[src/rtl/fetch_queue.sv]
// Instruction fetch queue: issues sequential fetches, buffers in-order responses, flushes on redirect.
// Optional FETCHQ_BYPASS_EN forwards a response straight to IF/ID when the queue is empty.
module fetch_queue #(
   parameter int unsigned DEPTH    = 4,
   parameter logic [31:0] RESET_PC = 32'h0000_0000
) (
   input  logic                   clk,
   input  logic                   rst,
   input  logic                   redirect_valid,
   input  logic [31:0]            redirect_pc,
   output logic                   imem_req,
   output logic [31:0]            imem_addr,
   input  logic                   imem_gnt,
   input  logic                   imem_rvalid,
   input  logic [31:0]            imem_rdata,
   output logic                   id_valid,
   output logic [31:0]            id_instr,
   output logic [31:0]            id_pc,
   input  logic                   id_ready,
   output logic [$clog2(DEPTH):0] q_count
);

   localparam int unsigned PW  = $clog2(DEPTH);
   localparam int unsigned CW  = PW + 1;
   localparam logic [CW:0] DepthW = (CW + 1)'(DEPTH);
   localparam logic [31:0] NOP = 32'h0000_0013;

   logic [31:0]   fetchPc_q, fetchPc_d;
   logic [31:0]   respPc_q, respPc_d;
   logic [CW-1:0] inflight_q, inflight_d;
   logic [CW-1:0] discard_q, discard_d;
   logic [CW-1:0] count_q, count_d;
   logic [PW-1:0] head_q, head_d;
   logic [PW-1:0] tail_q, tail_d;
   logic [31:0]   instrMem_q [DEPTH];
   logic [31:0]   pcMem_q    [DEPTH];

   logic          isEmpty;
   logic          respNew;
   logic          bypassHit;
   logic          pushEn;
   logic          popEn;
   logic          grant;
   logic [CW:0]   occupancy;
   logic [CW:0]   outstanding;

   assign isEmpty     = (count_q == '0);
   assign occupancy   = {1'b0, count_q} + {1'b0, inflight_q};
   assign outstanding = {1'b0, inflight_q} + {1'b0, discard_q};

   // rst gating keeps the request low while the registers are held in reset
   assign imem_req  = rst && !redirect_valid && (occupancy < DepthW) && (outstanding < DepthW);
   assign imem_addr = fetchPc_q;
   assign grant     = imem_req && imem_gnt;
   assign respNew   = rst && imem_rvalid && (discard_q == '0) && !redirect_valid;
   assign popEn     = !redirect_valid && !isEmpty && id_ready;

`ifdef FETCHQ_BYPASS_EN
   assign bypassHit = respNew && isEmpty;
   assign pushEn    = respNew && !(bypassHit && id_ready);

   always_comb begin
      id_valid = !isEmpty || bypassHit;
      id_instr = NOP;
      id_pc    = respPc_q;
      if (bypassHit) begin
         id_instr = imem_rdata;
         id_pc    = respPc_q;
      end else if (!isEmpty) begin
         id_instr = instrMem_q[head_q];
         id_pc    = pcMem_q[head_q];
      end
   end
`else
   assign bypassHit = 1'b0;
   assign pushEn    = respNew;

   always_comb begin
      id_valid = !isEmpty;
      id_instr = NOP;
      id_pc    = respPc_q;
      if (!isEmpty) begin
         id_instr = instrMem_q[head_q];
         id_pc    = pcMem_q[head_q];
      end
   end
`endif

   assign q_count = count_q;

   always_comb begin
      fetchPc_d  = fetchPc_q;
      respPc_d   = respPc_q;
      inflight_d = inflight_q;
      discard_d  = discard_q;
      count_d    = count_q;
      head_d     = head_q;
      tail_d     = tail_q;
      if (redirect_valid) begin
         // Everything still outstanding becomes wrong-path; a response this cycle retires one of them
         fetchPc_d  = redirect_pc;
         respPc_d   = redirect_pc;
         inflight_d = '0;
         discard_d  = discard_q + inflight_q - CW'(imem_rvalid);
         count_d    = '0;
         head_d     = '0;
         tail_d     = '0;
      end else begin
         if (grant) begin
            fetchPc_d = fetchPc_q + 32'd4;
         end
         inflight_d = inflight_q + CW'(grant) - CW'(respNew);
         if (imem_rvalid && (discard_q != '0)) begin
            discard_d = discard_q - 1'b1;
         end
         if (respNew) begin
            respPc_d = respPc_q + 32'd4;
         end
         if (pushEn) begin
            tail_d = tail_q + 1'b1;
         end
         if (popEn) begin
            head_d = head_q + 1'b1;
         end
         count_d = count_q + CW'(pushEn) - CW'(popEn);
      end
   end

   always_ff @(posedge clk or negedge rst) begin
      if (!rst) begin
         fetchPc_q  <= RESET_PC;
         respPc_q   <= RESET_PC;
         inflight_q <= '0;
         discard_q  <= '0;
         count_q    <= '0;
         head_q     <= '0;
         tail_q     <= '0;
      end else begin
         fetchPc_q  <= fetchPc_d;
         respPc_q   <= respPc_d;
         inflight_q <= inflight_d;
         discard_q  <= discard_d;
         count_q    <= count_d;
         head_q     <= head_d;
         tail_q     <= tail_d;
      end
   end

   // Storage needs no reset: an empty queue never exposes its contents
   always_ff @(posedge clk) begin
      if (pushEn) begin
         instrMem_q[tail_q] <= imem_rdata;
         pcMem_q[tail_q]    <= respPc_q;
      end
   end

endmodule

[config.mk]
export PLATFORM = sky130hd
export DESIGN_NAME = fetch_queue
export DESIGN_NICKNAME = d
export VERILOG_FILES = /design/src/rtl/fetch_queue.sv
export SDC_FILE = /design/constraint.sdc
export NUM_CORES = 1
export LEC_CHECK = 0
export ABC_AREA = 1
export CAP_MARGIN = 20
export CORE_MARGIN = 2
export CORE_UTILIZATION = 57
export CTS_BUF_LIST = sky130_fd_sc_hd__clkbuf_16
export DETAILED_ROUTE_END_ITERATION = 16
export PLACE_DENSITY = 0.81
export REMOVE_ABC_BUFFERS = 1
export SETUP_SLACK_MARGIN = 0.2
export SYNTH_ARGS = -nofsm -noshare
export SYNTH_HDL_FRONTEND = slang
export SYNTH_SLANG_ARGS = --single-unit
[constraint.sdc]
create_clock -name clk -period 5.95 [get_ports clk]
set_clock_uncertainty 0.15 [all_clocks]
set_input_delay 0.8925 -clock clk [delete_from_list [all_inputs] [get_ports clk]]
set_output_delay 0.8925 -clock clk [all_outputs]
set_load 0.01 [all_outputs]
==> impl_metrics.ini, run 1 <==
[clock_tree]
insertion_delay_ns = 0.56
cts_setup_buffers = 0
h-tree-depth = 1
cts_buffers = 31
cts_tree = built
cts.path.max_buffers = 3
cts_root_buf = clkbuf_16
ctsHoldBuffers = 0
clk_pin_slew_ns = 0.07
cts_resized = 0
cts.sinks = 333

[die]
start_util_pct = 58.41
die_area_mm2 = 0.02818
die_y_um = 167.9
chipWidth_um = 167.9
ios = 171
rows = 59
coreArea_mm2 = 0.02621

[synth]
synth_area_per_cell_um2 = 9.751
ys_warn_count = 0
netlist_top_cells_count = nand2_1 (337), nor2_1 (309), edfxtp_1 (256)
ys_ff_latch = 333
synth_edf_count = 256
synth_area_mm2 = 0.01531
ys_types = 38
synth_seq_area_share_pct = 62.80
synth_top_area_share_pct = 50.22
synth_area_leader_cell = edfxtp_1
ys.flop_type = edfxtp_1
async_reset_ff_share_pct = 23.12
synth_area_leaders = edfxtp_1 (50%), dfrtp_1 (13%), nand2_1 (8.3%)
synth_cells = 1570
yosysMostFrequentCell = nand2_1

[setup_path]
startpoint = head_q[0]
r2r-start = discard_q[0]
crit_fanout = 108
worstSetupStartpointType = register
worstPathArrival_ns = 3.68
endpoint_kind = output port
critical_path_class = reg -> out
crit_top_cell = o21ai_0
slowest_delay_ns = 0.80
cp.required_ns = 4.91
crit_path_top_delay_cell = buf_4
crit_chain = clkinv_2, buf_4, o21ai_0, o22ai_1, nand2_1, o21ai_0, clkdlybuf4s50_1

[job]
maxCapViolCount = 0

[timing]
slew_violations = 0
max_freq_ghz = 0.2116
finalSetupViolCount = 0
rsz0062_at_grt = no
layout_min_cycle_time_ns = 4.725
post-route-period-util_pct = 79.42
hold_viol = 0
fin_ws_ns = 1.225
finalSetupTns_ns = 0
worstMarginPinSlew_ns = 1.013
maxSlewHeadroom_pct = 32.46

[global_route]
grt_pass1_wl_um = 60460
grt_max_degree = 109
grt.overflow.total = 0
grt_pass1_vias = 11490
grt_antenna_before_repair = 0
grt_usage_pct = 27.25

[route]
detail-route-antenna-nets = 0
wirelength_um = 38260
drt_iter0_drc = 1407
routed-via-count = 11910
dr.pass1.iters = 5
vias_per_cell = 5.740
drc_errors = 0
wire_per_inst_um = 18.44

[place]
place_congestion = 0.9702
pre_cts_slack_ns = 1.763
dp_hpwl_um = 24360
io_buffer_count = 170

[cells_and_area]
syn_to_final_growth_pct = 18.88
drive_gt1_share_pct = 4.713
n_antenna_cell = 0
fin_nets = 1809

[power]
p_per_area_mw_per_mm2 = 375.4
p_total_mw = 6.832
max-vdd-ir-drop_mv = 0.2624
p_leak_nw = 6.871

[run_status]
status = finished, final reports clean

[hold_path]
hold_class = in -> async
-- logic make-up after synthesis --
family          synth area share, %
fa+ha+maj                     1.945
simple gates                  19.57
xor+xnor                      1.888
buf+inv                       4.307
flops                         62.80
compound gates                9.481
-- layout make-up --
class | count | area [µm²]
clock buffer | 32 | 800.8
multi-input combinational | 1073 | 5071
clock inverter | 24 | 135.1
timing repair buffer | 184 | 1799
tap | 335 | 419.2
inverter | 94 | 354.1
fill | 1924 | 8008
sequential | 333 | 9619
-- metal layers --
layer  GRT usage, %  routed length (µm)  up-vias
met1          38.34               15960     5667
met2          44.45               18050      571
met4          8.885                1027        0
li1               -                   -     5604
met3          3.761                3216       68
met5              0                   0        -
-- worst paths after layout --
| path | end | depth (start not counted) | slack [ns] |
|---|---|---|---|
| worst max-delay path | id_pc[20] | 7 | 1.22 |
| worst min-delay path | imem_addr[2] | 1 | 0.06 |
| max in group asynchronous | imem_addr[26] | 2 | 4.52 |
| worst min register to register | imem_addr[1] | 2 | 0.34 |
| min in group clk | imem_addr[1] | 2 | 0.34 |
| worst max register to register | inflight_q[2] | 13 | 2.45 |
-- through the flow --
step | instance area [µm²] | hold WS [ns] | utilization, % | instances
CTS | 18200 | 0.05966 | 69.44 | 2075
finish | 18200 | 0.05752 | 69.44 | 2075
global placement | 17260 | 0.3063 | 65.87 | 2019
detailed placement | 17260 | 0.3240 | 65.87 | 2019
global route | 18200 | 0.05735 | 69.44 | 2075
floorplan | 15000 | 0.3260 | - | 1500
-- layout by cell type, fill, tap and decap left out, types with 3 or more instances in the layout --
master	synthesis	layout
nand3b_1	6	6
xor2_1	24	24
clkdlybuf4s50_1	0	168
a21boi_0	3	3
xnor2_1	9	9
dfrtp_1	77	75
nand2_1	337	337
inv_2	6	7
edfxtp_1	256	256
clkinv_1	4	9
nor3_1	6	6
inv_1	84	92
clkinv_2	0	6
ha_1	19	19
nor2_1	309	305
nand3_1	74	74
clkbuf_16	0	32
o22ai_1	31	31
nor2_4	1	5
buf_4	2	15
o211ai_1	8	8
a31oi_1	3	3
fa_1	3	3
o21ai_1	6	6
a21oi_1	42	42
o21ai_0	176	176
o311ai_0	3	3
-- critical path, delay by kind of cell, from the launching register on --
family	cells	cell delay, ns
DFF	1	0.69
buffers and inverters	3	1.72
AOI/OAI and AO/OA	3	0.64
and+or+nand+nor	1	0.07
-- registers in the layout (all words and copies together) (netlist names) --
register,cells
tail_q,2
pcMem_q,128
instrMem_q,128
inflight_q,3
respPc_q,32
head_q,2
imem_addr,32
q_count,3
discard_q,3
-- where the power goes --
group          switching, mW  internal [mW]
sequential             0.201           2.63
combinational           1.22          0.946
clock                  0.821           1.01
total                   2.24           4.59
(Power assumes the default switching activity.)
==> inputs of run 2 (changes only) <==
==> constraint.sdc (replaced) <==
create_clock -name clk -period 4.9 [get_ports clk]
set_clock_uncertainty 0.15 [all_clocks]
set_input_delay 0.735 -clock clk [delete_from_list [all_inputs] [get_ports clk]]
set_output_delay 0.735 -clock clk [all_outputs]
set_load 0.01 [all_outputs]
==> impl_metrics.ini, run 2 (synthesis results as in run 1) <==
[timing]
finalSetupTns_ns = 0
max_freq_ghz = 0.2362
worstMarginPinSlew_ns = 1.017
post-route-period-util_pct = 86.39
slew_violations = 0
finalSetupViolCount = 0
maxSlewHeadroom_pct = 32.17
hold_viol = 0
rsz0062_at_grt = no
layout_min_cycle_time_ns = 4.233
fin_ws_ns = 0.6668

[hold_path]
hold_start = imem_addr[1]
min_to = imem_addr[1]
hold_class = reg -> reg
holdPathStages = 2

[power]
seqPwrFrac_pct = 39.4
intPower_mw = 5.942
p_per_area_mw_per_mm2 = 472.8
pwr-share-clk_pct = 30.1
switching_share_pct = 32.07
p_comb_share_pct = 30.5
p_leak_nw = 6.993
power.switching_mw = 2.806
max-vdd-ir-drop_mv = 0.3383

[setup_path]
worstPathArrival_ns = 3.35
crit_fanout = 78
slowest_delay_ns = 0.80
path_buf_inv = 2
reg2reg_slack_ns = 1.43
cp.required_ns = 4.01
critical_path_class = reg -> out
crit_top_cell = o21ai_0
crit_family = buffers and inverters
r2r-start = discard_q[0]
endpoint_kind = output port
r2r_end = inflight_q[2]
crit_path_top_delay_cell = dfrtp_4
crit_chain = buf_4, o21ai_0, o22ai_1, nand2_1, o21ai_0, clkdlybuf4s50_1
worstSetupStartpointType = register
rr_worst_depth = 13

[place]
place_congestion = 0.9478
dp_hpwl_um = 24150
pre_cts_slack_ns = 0.9511
placedCellCount = 2021
io_buffer_count = 170

[route]
drt_iter0_drc = 1556
wirelength_um = 38810
detail-route-antenna-nets = 0
wire_per_inst_um = 18.62
routed-via-count = 12010
dr.pass1.iters = 5
vias_per_cell = 5.761
drc_errors = 0

[global_route]
grt_pass1_wl_um = 60950
grt_antenna_before_repair = 0
grt_pass1_vias = 11580
grt.overflow.total = 0
grt_max_degree = 79
grt_usage_pct = 27.64

[clock_tree]
cts.sinks = 333
cts_tree = built
cts.path.max_buffers = 3
cts_buffers = 34
insertion_delay_ns = 0.51
h-tree-depth = 2
clk_pin_slew_ns = 0.06
cts_root_buf = clkbuf_16

[die]
ios = 171
rows = 59
start_util_pct = 58.41
die_area_mm2 = 0.02818
coreArea_mm2 = 0.02621
die_y_um = 167.9
chipWidth_um = 167.9

[run_status]
status = finished, final reports clean

[cells_and_area]
n_antenna_cell = 0
multi_input_area_mm2 = 0.005071
fin_util_pct = 70.61
fin_nets = 1816
reg_top3 = instrMem_q (128), pcMem_q (128)
fillCellCount = 1821
drive_gt1_share_pct = 5.203
syn_to_final_growth_pct = 20.87
layout_commonest_cell = nand2_1
final_cells = 2084
final_cell_mix = nand2_1 (337), nor2_1 (305), edfxtp_1 (256)
seqCellArea_mm2 = 0.009619

[job]
maxCapViolCount = 0
==> run 2: worst max-delay path by stage <==
stage	start	to	slack (ns)	cells past startpoint
global route	head_q[0]	id_pc[17]	0.45	6
global placement	imem_rvalid	inflight_q[2]	0.98	12
detailed placement	imem_rvalid	inflight_q[2]	0.95	12
floorplan	head_q[0]	id_pc[0]	-0.01	5
finish	head_q[0]	id_pc[13]	0.67	6
CTS	head_q[0]	id_pc[27]	0.62	6
==> run 2: per-stage QoR <==
step / total power, mW / area (µm²) / hold WS [ns]
after global routing: 9.147 / 18500 / 0.3521
final: 8.748 / 18500 / 0.3273
after detailed placement: 6.108 / 17330 / 0.3160
after floorplan: 4.716 / 15000 / 0.2894
after global placement: 6.043 / 17330 / 0.3035
after CTS: 8.735 / 18480 / 0.3310
==> run 2: area by class of cell <==
| type | count | share of cell area, % |
|---|---|---|
| clock buffer | 35 | 4.733 |
| tap | 335 | 2.265 |
| timing repair buffer | 188 | 10.24 |
| sequential | 333 | 51.98 |
| clock inverter | 26 | 1.461 |
| multi-input combinational | 1073 | 27.41 |
| inverter | 94 | 1.914 |
==> run 2: routing by layer <==
metal	track usage [%]	wire length (µm)	share of wire, %
met1	38.13	15560	40
met2	45.53	18390	47
met3	4.748	3773	9.7
met4	8.355	1079	2.8
met5	0	0	0
==> run 2: power by group through the flow <==
| stage | clock network (mW) | logic (mW) | registers [mW] |
|---|---|---|---|
| after detailed placement | 0 | 2.61 | 3.49 |
| after CTS | 2.66 | 2.64 | 3.44 |
| after global routing | 2.76 | 2.91 | 3.47 |
| after global placement | 0 | 2.55 | 3.49 |
| after floorplan | 0 | 1.24 | 3.48 |
| final | 2.63 | 2.67 | 3.45 |
==> run 2: repair_timing <==
action / 4_1_cts / 5_1_grt
endpoints found under the hold margin: 1 / 0
resized for setup: 0 / 0
buffers inserted: 0 / 0
hold buffers: 1 / 0
==> run 2: worst min-delay path, delay by kind of cell, from the launching register on <==
kind / cells / cell delay (ns)
and+or+nand+nor: 2 / 0.10
DFF: 1 / 0.34
